===== config.mk =====
export PLATFORM = sky130hd
export DESIGN_NAME = instr_decode_stage
export DESIGN_NICKNAME = d
export VERILOG_FILES = /design/src/rtl/riscv_pkg.sv /design/src/rtl/imm_gen.sv /design/src/rtl/instr_decode_stage.sv
export SDC_FILE = /design/constraint.sdc
export NUM_CORES = 1
export LEC_CHECK = 0
export ABC_AREA = 0
export CORE_MARGIN = 2
export CORE_UTILIZATION = 41
export DETAILED_ROUTE_END_ITERATION = 7
export GPL_ROUTABILITY_DRIVEN = 1
export HOLD_SLACK_MARGIN = 0.1
export PLACE_DENSITY = 0.77
export SETUP_SLACK_MARGIN = 0.1
export SYNTH_ARGS = -nofsm -noshare
export SYNTH_HDL_FRONTEND = slang
export SYNTH_SLANG_ARGS = --single-unit

===== constraint.sdc =====
create_clock -name i_clk -period 4.15 [get_ports i_clk]
set_input_delay 0.83 -clock i_clk [delete_from_list [all_inputs] [get_ports i_clk]]
set_output_delay 0.83 -clock i_clk [all_outputs]
set_load 0.05 [all_outputs]

===== src/rtl/riscv_pkg.sv =====
// Shared RV32I encoding constants, ALU operation enum and decoded control bundle.
package riscv_pkg;

  localparam logic [6:0] OpcOp     = 7'b0110011;
  localparam logic [6:0] OpcOpImm  = 7'b0010011;
  localparam logic [6:0] OpcLoad   = 7'b0000011;
  localparam logic [6:0] OpcStore  = 7'b0100011;
  localparam logic [6:0] OpcBranch = 7'b1100011;
  localparam logic [6:0] OpcJal    = 7'b1101111;
  localparam logic [6:0] OpcJalr   = 7'b1100111;
  localparam logic [6:0] OpcLui    = 7'b0110111;

  localparam logic [2:0] F3AddSub = 3'b000;
  localparam logic [2:0] F3Sll    = 3'b001;
  localparam logic [2:0] F3Slt    = 3'b010;
  localparam logic [2:0] F3Sltu   = 3'b011;
  localparam logic [2:0] F3Xor    = 3'b100;
  localparam logic [2:0] F3SrlSra = 3'b101;
  localparam logic [2:0] F3Or     = 3'b110;
  localparam logic [2:0] F3And    = 3'b111;
  localparam logic [2:0] F3Word   = 3'b010;
  localparam logic [2:0] F3Jalr   = 3'b000;
  localparam logic [2:0] F3Beq    = 3'b000;
  localparam logic [2:0] F3Bne    = 3'b001;
  localparam logic [2:0] F3Blt    = 3'b100;
  localparam logic [2:0] F3Bge    = 3'b101;
  localparam logic [2:0] F3Bltu   = 3'b110;
  localparam logic [2:0] F3Bgeu   = 3'b111;
  localparam logic [2:0] F3Mul    = 3'b000;
  localparam logic [2:0] F3Mulh   = 3'b001;
  localparam logic [2:0] F3Div    = 3'b100;
  localparam logic [2:0] F3Rem    = 3'b110;

  localparam logic [6:0] F7Base   = 7'b0000000;
  localparam logic [6:0] F7Alt    = 7'b0100000;
  localparam logic [6:0] F7MulDiv = 7'b0000001;

  typedef enum logic [3:0] {
    AluAdd  = 4'd0,
    AluSub  = 4'd1,
    AluSll  = 4'd2,
    AluSlt  = 4'd3,
    AluSltu = 4'd4,
    AluXor  = 4'd5,
    AluSrl  = 4'd6,
    AluSra  = 4'd7,
    AluOr   = 4'd8,
    AluAnd  = 4'd9,
    AluMul  = 4'd10,
    AluMulh = 4'd11,
    AluDiv  = 4'd12,
    AluRem  = 4'd13
  } alu_op_e;

  typedef struct packed {
    logic [4:0] rd;
    logic [4:0] rs1;
    logic [4:0] rs2;
    alu_op_e    alu_op;
    logic       alu_src_imm;
    logic       reg_write;
    logic       mem_read;
    logic       mem_write;
    logic       branch;
    logic       jump;
    logic       illegal;
  } decode_t;

  // alt selects SUB/SRA over ADD/SRL (instr[30] set).
  function automatic alu_op_e alu_from_funct3(input logic [2:0] funct3, input logic alt);
    case (funct3)
      F3AddSub: return alt ? AluSub : AluAdd;
      F3Sll:    return AluSll;
      F3Slt:    return AluSlt;
      F3Sltu:   return AluSltu;
      F3Xor:    return AluXor;
      F3SrlSra: return alt ? AluSra : AluSrl;
      F3Or:     return AluOr;
      default:  return AluAnd;
    endcase
  endfunction

endpackage


===== src/rtl/imm_gen.sv =====
// Combinational I/S/B/J/U immediate extraction, selected by opcode and sign-extended to XLEN.
module imm_gen
  import riscv_pkg::*;
#(
  parameter int unsigned XLEN = 32
) (
  input  logic [31:0]     instr_i,
  output logic [XLEN-1:0] imm_o
);

  logic [31:0] imm32;

  always_comb begin
    imm32 = '0;
    case (instr_i[6:0])
      OpcOpImm, OpcLoad, OpcJalr: imm32 = {{20{instr_i[31]}}, instr_i[31:20]};
      OpcStore:  imm32 = {{20{instr_i[31]}}, instr_i[31:25], instr_i[11:7]};
      OpcBranch: imm32 = {{19{instr_i[31]}}, instr_i[31], instr_i[7], instr_i[30:25],
                          instr_i[11:8], 1'b0};
      OpcJal:    imm32 = {{11{instr_i[31]}}, instr_i[31], instr_i[19:12], instr_i[20],
                          instr_i[30:21], 1'b0};
      OpcLui:    imm32 = {instr_i[31:12], 12'b0};
      default:   imm32 = '0;
    endcase
  end

  assign imm_o = XLEN'($signed(imm32));

endmodule


===== src/rtl/instr_decode_stage.sv =====
// RV32I decode stage with valid/ready handshake and flush; one registered bundle slot.
// Build option: define RV32M_DECODE_EN to decode MUL/MULH/DIV/REM.
module instr_decode_stage
  import riscv_pkg::*;
#(
  parameter int unsigned XLEN = 32,
  parameter int unsigned PC_W = 32
) (
  input  logic            i_clk,
  input  logic            i_reset,
  input  logic            i_flush,
  input  logic            i_valid,
  output logic            o_ready,
  input  logic [31:0]     i_instr,
  input  logic [PC_W-1:0] i_pc,
  output logic            o_valid,
  input  logic            i_ready,
  output logic [PC_W-1:0] o_pc,
  output logic [4:0]      o_rd,
  output logic [4:0]      o_rs1,
  output logic [4:0]      o_rs2,
  output logic [XLEN-1:0] o_imm,
  output logic [3:0]      o_alu_op,
  output logic            o_alu_src_imm,
  output logic            o_reg_write,
  output logic            o_mem_read,
  output logic            o_mem_write,
  output logic            o_branch,
  output logic            o_jump,
  output logic            o_illegal,
  output logic [31:0]     o_decode_cnt
);

  logic [6:0] opcode, funct7;
  logic [2:0] funct3;
  decode_t    dec;
  logic [XLEN-1:0] imm;

  assign opcode = i_instr[6:0];
  assign funct3 = i_instr[14:12];
  assign funct7 = i_instr[31:25];

  imm_gen #(.XLEN(XLEN)) u_imm_gen (
    .instr_i (i_instr),
    .imm_o   (imm)
  );

  always_comb begin
    dec        = '0;
    dec.rd     = i_instr[11:7];
    dec.rs1    = i_instr[19:15];
    dec.rs2    = i_instr[24:20];
    dec.alu_op = AluAdd;
    case (opcode)
      OpcOp: begin
        dec.reg_write = 1'b1;
        if (funct7 == F7Base ||
            (funct7 == F7Alt && (funct3 == F3AddSub || funct3 == F3SrlSra))) begin
          dec.alu_op = alu_from_funct3(funct3, funct7 == F7Alt);
        end
`ifdef RV32M_DECODE_EN
        else if (funct7 == F7MulDiv) begin
          case (funct3)
            F3Mul:   dec.alu_op = AluMul;
            F3Mulh:  dec.alu_op = AluMulh;
            F3Div:   dec.alu_op = AluDiv;
            F3Rem:   dec.alu_op = AluRem;
            default: dec.illegal = 1'b1;
          endcase
        end
`endif
        else begin
          dec.illegal = 1'b1;
        end
      end
      OpcOpImm: begin
        dec.reg_write   = 1'b1;
        dec.alu_src_imm = 1'b1;
        // Shift-immediates carry funct7 in the immediate field; other funct3 take any imm.
        if ((funct3 == F3Sll && funct7 != F7Base) ||
            (funct3 == F3SrlSra && funct7 != F7Base && funct7 != F7Alt)) begin
          dec.illegal = 1'b1;
        end else begin
          dec.alu_op = alu_from_funct3(funct3, funct3 == F3SrlSra && funct7 == F7Alt);
        end
      end
      OpcLoad: begin
        dec.mem_read    = 1'b1;
        dec.reg_write   = 1'b1;
        dec.alu_src_imm = 1'b1;
        dec.illegal     = (funct3 != F3Word);
      end
      OpcStore: begin
        dec.mem_write   = 1'b1;
        dec.alu_src_imm = 1'b1;
        dec.illegal     = (funct3 != F3Word);
      end
      OpcBranch: begin
        dec.branch = 1'b1;
        case (funct3)
          F3Beq, F3Bne:   dec.alu_op = AluSub;
          F3Blt, F3Bge:   dec.alu_op = AluSlt;
          F3Bltu, F3Bgeu: dec.alu_op = AluSltu;
          default:        dec.illegal = 1'b1;
        endcase
      end
      OpcJal: begin
        dec.jump      = 1'b1;
        dec.reg_write = 1'b1;
      end
      OpcJalr: begin
        dec.jump        = 1'b1;
        dec.reg_write   = 1'b1;
        dec.alu_src_imm = 1'b1;
        dec.illegal     = (funct3 != F3Jalr);
      end
      OpcLui: begin
        dec.reg_write   = 1'b1;
        dec.alu_src_imm = 1'b1;
        dec.rs1         = '0;
      end
      default: dec.illegal = 1'b1;
    endcase

    // Illegal words travel down the pipe inert so execute can trap on them.
    if (dec.illegal) begin
      dec.alu_op      = AluAdd;
      dec.alu_src_imm = 1'b0;
      dec.reg_write   = 1'b0;
      dec.mem_read    = 1'b0;
      dec.mem_write   = 1'b0;
      dec.branch      = 1'b0;
      dec.jump        = 1'b0;
    end
    if (dec.rd == 5'd0) begin
      dec.reg_write = 1'b0;
    end
  end

  logic            valid_q, valid_d;
  decode_t         bundle_q;
  logic [PC_W-1:0] pc_q;
  logic [XLEN-1:0] imm_q;
  logic [31:0]     cnt_q;
  logic            capture, fire;

  assign o_ready = !valid_q || i_ready;
  assign capture = i_valid && o_ready && !i_flush;
  assign fire    = valid_q && i_ready && !i_flush;

  always_comb begin
    valid_d = valid_q;
    if (i_flush) begin
      valid_d = 1'b0;
    end else if (capture) begin
      valid_d = 1'b1;
    end else if (i_ready) begin
      valid_d = 1'b0;
    end
  end

  always_ff @(posedge i_clk or posedge i_reset) begin
    if (i_reset) begin
      valid_q  <= 1'b0;
      bundle_q <= '0;
      pc_q     <= '0;
      imm_q    <= '0;
      cnt_q    <= '0;
    end else begin
      valid_q <= valid_d;
      if (capture) begin
        bundle_q <= dec;
        pc_q     <= i_pc;
        imm_q    <= imm;
      end
      if (fire) begin
        cnt_q <= cnt_q + 32'd1;
      end
    end
  end

  assign o_valid       = valid_q;
  assign o_pc          = pc_q;
  assign o_imm         = imm_q;
  assign o_rd          = bundle_q.rd;
  assign o_rs1         = bundle_q.rs1;
  assign o_rs2         = bundle_q.rs2;
  assign o_alu_op      = bundle_q.alu_op;
  assign o_alu_src_imm = bundle_q.alu_src_imm;
  assign o_reg_write   = bundle_q.reg_write;
  assign o_mem_read    = bundle_q.mem_read;
  assign o_mem_write   = bundle_q.mem_write;
  assign o_branch      = bundle_q.branch;
  assign o_jump        = bundle_q.jump;
  assign o_illegal     = bundle_q.illegal;
  assign o_decode_cnt  = cnt_q;

endmodule

==> key figures <==
Status
  • Status: finished clean

Critical path
  • Critical path class: in2reg
  • WP data required: 4380 ps
  • Crit. End Element: flip-flop
  • Critical path fanouts, max: 11
  • Worst Path Arrival: 3490 ps
  • CP startpoint kind: primary input

GRT
  • Vias in the first global route: 4907
  • Grt ovf: 0
  • Largest net degree at the start of global routing: 59
  • Overall routing resource usage: 23.4%
  • Initial antenna violation count: 0
  • First-pass GRT wire length: 26.1 mm

Synth
  • Unique masters post-synth: 56
  • Multiplexer area fraction after synthesis: 0.207%
  • Synthesized cell area: 5440 sq um
  • Yosys warning count: 0
  • Ys async rst share: 100%
  • Mapped Nets: 653
  • Compound-Gate Fraction of Synth Area: 9.44%
  • Adder-Cell Fraction of Synth Area: 0.230%
  • Synth Register Bits: 123
  • Simple-Gate Fraction of Synth Area: 25.8%
  • Seq/Total Area, Yosys: 56.6%
  • Number of flops mapped to enable cells by yosys: 0
  • Synth Instances: 583
  • Largest family of logic cells by synthesized area: simple AND/OR/NAND/NOR gates
  • Post-synthesis average cell area: 9.32 sq um
  • Primary FF master, synth: dfrtp_1
  • Xor/xnor share of the synthesized area: 5.16%

CTS
  • Sink Count: 123
  • CTS resizes: 0
  • Clk slew on worst S/H paths: 50 ps
  • Num CTS Buffers: 17
  • CTS tree: built
  • Worst skew pair latency: 410 ps
  • Clk buf depth: 2
  • Cts hold-fix bufs: 0
  • Post CTS Setup Buffer Count: 0
  • Clock root cell: clkbuf_16
  • CTS H-tree lvls: 4

Timing
  • Final clock skew: 6.48 ps
  • RSZ-0062 raised after global routing: false
  • Slew margin rel.: 29.0%
  • Final setup fails: 0
  • Final worst-path cycle share: 78.3%
  • Final min period: 3250 ps
  • Achievable clock frequency: 0.308 GHz
  • Slew Viols, Final: 0
  • Final WS setup: 899 ps
  • Slew @ Worst Pin: 1060 ps
  • Final hold vios: 0
  • Final TNS setup: 0 ps

Detailed routing
  • 1st-iter DRT viols: 516
  • Routed WL: 16.1 mm
  • DRT Pass-1 Iters: 5
  • WL per Instance: 16.7 um
  • Via density: 5.28
  • Residual DRC: 0
  • Via count: 5076
  • ANT nets after route: 0

Final layout
  • Diode count: 0
  • Area grow syn2layout: 50.8%
  • Layout Nets: 843
  • Layout cells sized above 1: 5.60%
  • FILL cells: 1072
  • Most common cell after layout, fill and taps aside: clkdlybuf4s50_1
  • Most frequent cells in the layout: clkdlybuf4s50_1, nand2_1, dfrtp_1, nand3_1, nor2_1
  • Register area: 3080 sq um
  • Area of the multi-input gates: 2230 sq um

Die
  • Die footprint: 14200 sq um
  • Die Wd: 119 um
  • Ports: 193
  • FP Rows: 42
  • Initial Util: 41.5%
  • Core ar.: 13100 sq um
  • Die span in y: 119 um

Placement
  • Pre-CTS WS: 516 ps
  • Count of input and output buffers: 192
  • Routability congestion estimate: 0.950
  • Post-DP HPWL: 11.6 mm

Run
  • Max Cap Viol: 0

Min path
  • Worst hold path type: reg2reg

Power
  • Pleak: 3.70 nW
  • Pwr/cell area: 461 nW/um^2
  • Max VDD drop: 0.271 mV
==> worst max-delay path: stages <==
cell             delay, ps
clkdlybuf4s50_1        680
and4bb_2               320
nand2b_1               150
o21ai_0                280
o31ai_1                980
o21ai_0                250
==> per-layer routing <==
metal	GRT usage, %	part of all wire (%)	up-vias
li1	-	-	2340
met1	30.6	41	2443
met2	38.3	50	254
met3	5.60	6.5	39
met4	8.33	2.3	0
met5	0	0	-
==> registers in the layout, indices dropped and copies added, names as in the netlist <==
register / cells
o_decode_cnt: 32
o_valid: 1
o_mem_write: 1
o_pc: 32
o_mem_read: 1
o_imm: 32
o_jump: 1
o_rs1: 5
o_reg_write: 1
o_rd: 5
o_alu_op: 4
o_branch: 1
o_illegal: 1
o_alu_src_imm: 1
o_rs2: 5
==> cell families (layout without fill, tap and decap cells) <==
| family | Yosys count | in the layout |
|---|---|---|
| buffers and inverters | 36 | 239 |
| flip-flops | 123 | 123 |
| XOR/XNOR | 32 | 32 |
| AO/OA/AOI/OAI | 75 | 75 |
| AND/OR/NAND/NOR | 315 | 315 |
| adder cells (fa/ha/maj) | 1 | 1 |
| multiplexers | 1 | 1 |
==> synthesized netlist by cell type, types with 2 or more instances <==
| cell type | instances | share of area (%) |
|---|---|---|
| dfrtp_1 | 123 | 57 |
| nor2_1 | 35 | 2.4 |
| a21boi_0 | 2 | 0.28 |
| or4_1 | 2 | 0.28 |
| buf_2 | 2 | 0.18 |
| nand4_1 | 6 | 0.69 |
| o21ai_0 | 24 | 2.2 |
| o41ai_1 | 2 | 0.32 |
| buf_1 | 4 | 0.28 |
| o31ai_1 | 2 | 0.28 |
| xor2_1 | 10 | 1.6 |
| nor3_1 | 5 | 0.46 |
| o21ai_1 | 2 | 0.18 |
| a21oi_1 | 13 | 1.2 |
| and4_1 | 2 | 0.32 |
| nand3_1 | 40 | 3.7 |
| or3_1 | 2 | 0.23 |
| and3_1 | 10 | 1.2 |
| xnor2_1 | 22 | 3.5 |
| a22o_1 | 8 | 1.3 |
| o21a_1 | 2 | 0.28 |
| nand2_1 | 186 | 13 |
| nor3b_1 | 2 | 0.28 |
| inv_1 | 8 | 0.55 |
| nand2b_1 | 6 | 0.69 |
| clkbuf_1 | 22 | 1.5 |
| nor2b_1 | 6 | 0.69 |
| a221oi_1 | 4 | 0.64 |
| nand3b_1 | 2 | 0.28 |
| a32oi_1 | 2 | 0.32 |
| a31oi_1 | 2 | 0.23 |
==> metrics by stage <==
step | instances | hold slack, ps | utilization (%) | total power [W] | instance area (sq um)
final | 962 | 469 | 62.7 | 0.00378 | 8200
after global routing | 962 | 492 | 62.7 | 0.00392 | 8200
after CTS | 962 | 470 | 62.7 | 0.00381 | 8200
after detailed placement | 930 | 458 | 57.9 | 0.00224 | 7570
after global placement | 930 | 457 | 57.9 | 0.00222 | 7570
after floorplan | 583 | 740 | - | 0.00189 | 5440
==> path summary, 6_finish.rpt <==
check | start | end | slack, ps | cells past startpoint
worst max-delay path | i_instr[2] | o_imm[18] | 900 | 6
worst min-delay path | o_mem_write | o_mem_write | 470 | 2
worst max register to register | o_valid | o_imm[27] | 1600 | 6
worst min register to register | o_mem_write | o_mem_write | 470 | 2
max in group asynchronous | i_reset | o_pc[25] | 2410 | 3
min in group asynchronous | i_reset | o_pc[15] | 1020 | 2
==> layout make-up <==
type                       count  share of cell area (%)
tap                          176                    2.69
clock inverter                10                    2.00
multi-input combinational    424                    27.2
clock buffer                  22                    5.66
sequential                   123                    37.5
timing repair buffer         199                    24.5
inverter                       8                   0.412
==> power breakdown <==
part | leakage, nW | internal (W) | switching, W
Clock | 0.305 | 0.00104 | 0.000528
Sequential | 1.61 | 0.00130 | 0.0000649
Combinational | 1.78 | 0.000290 | 0.000559
(Power assumes the default switching activity.)
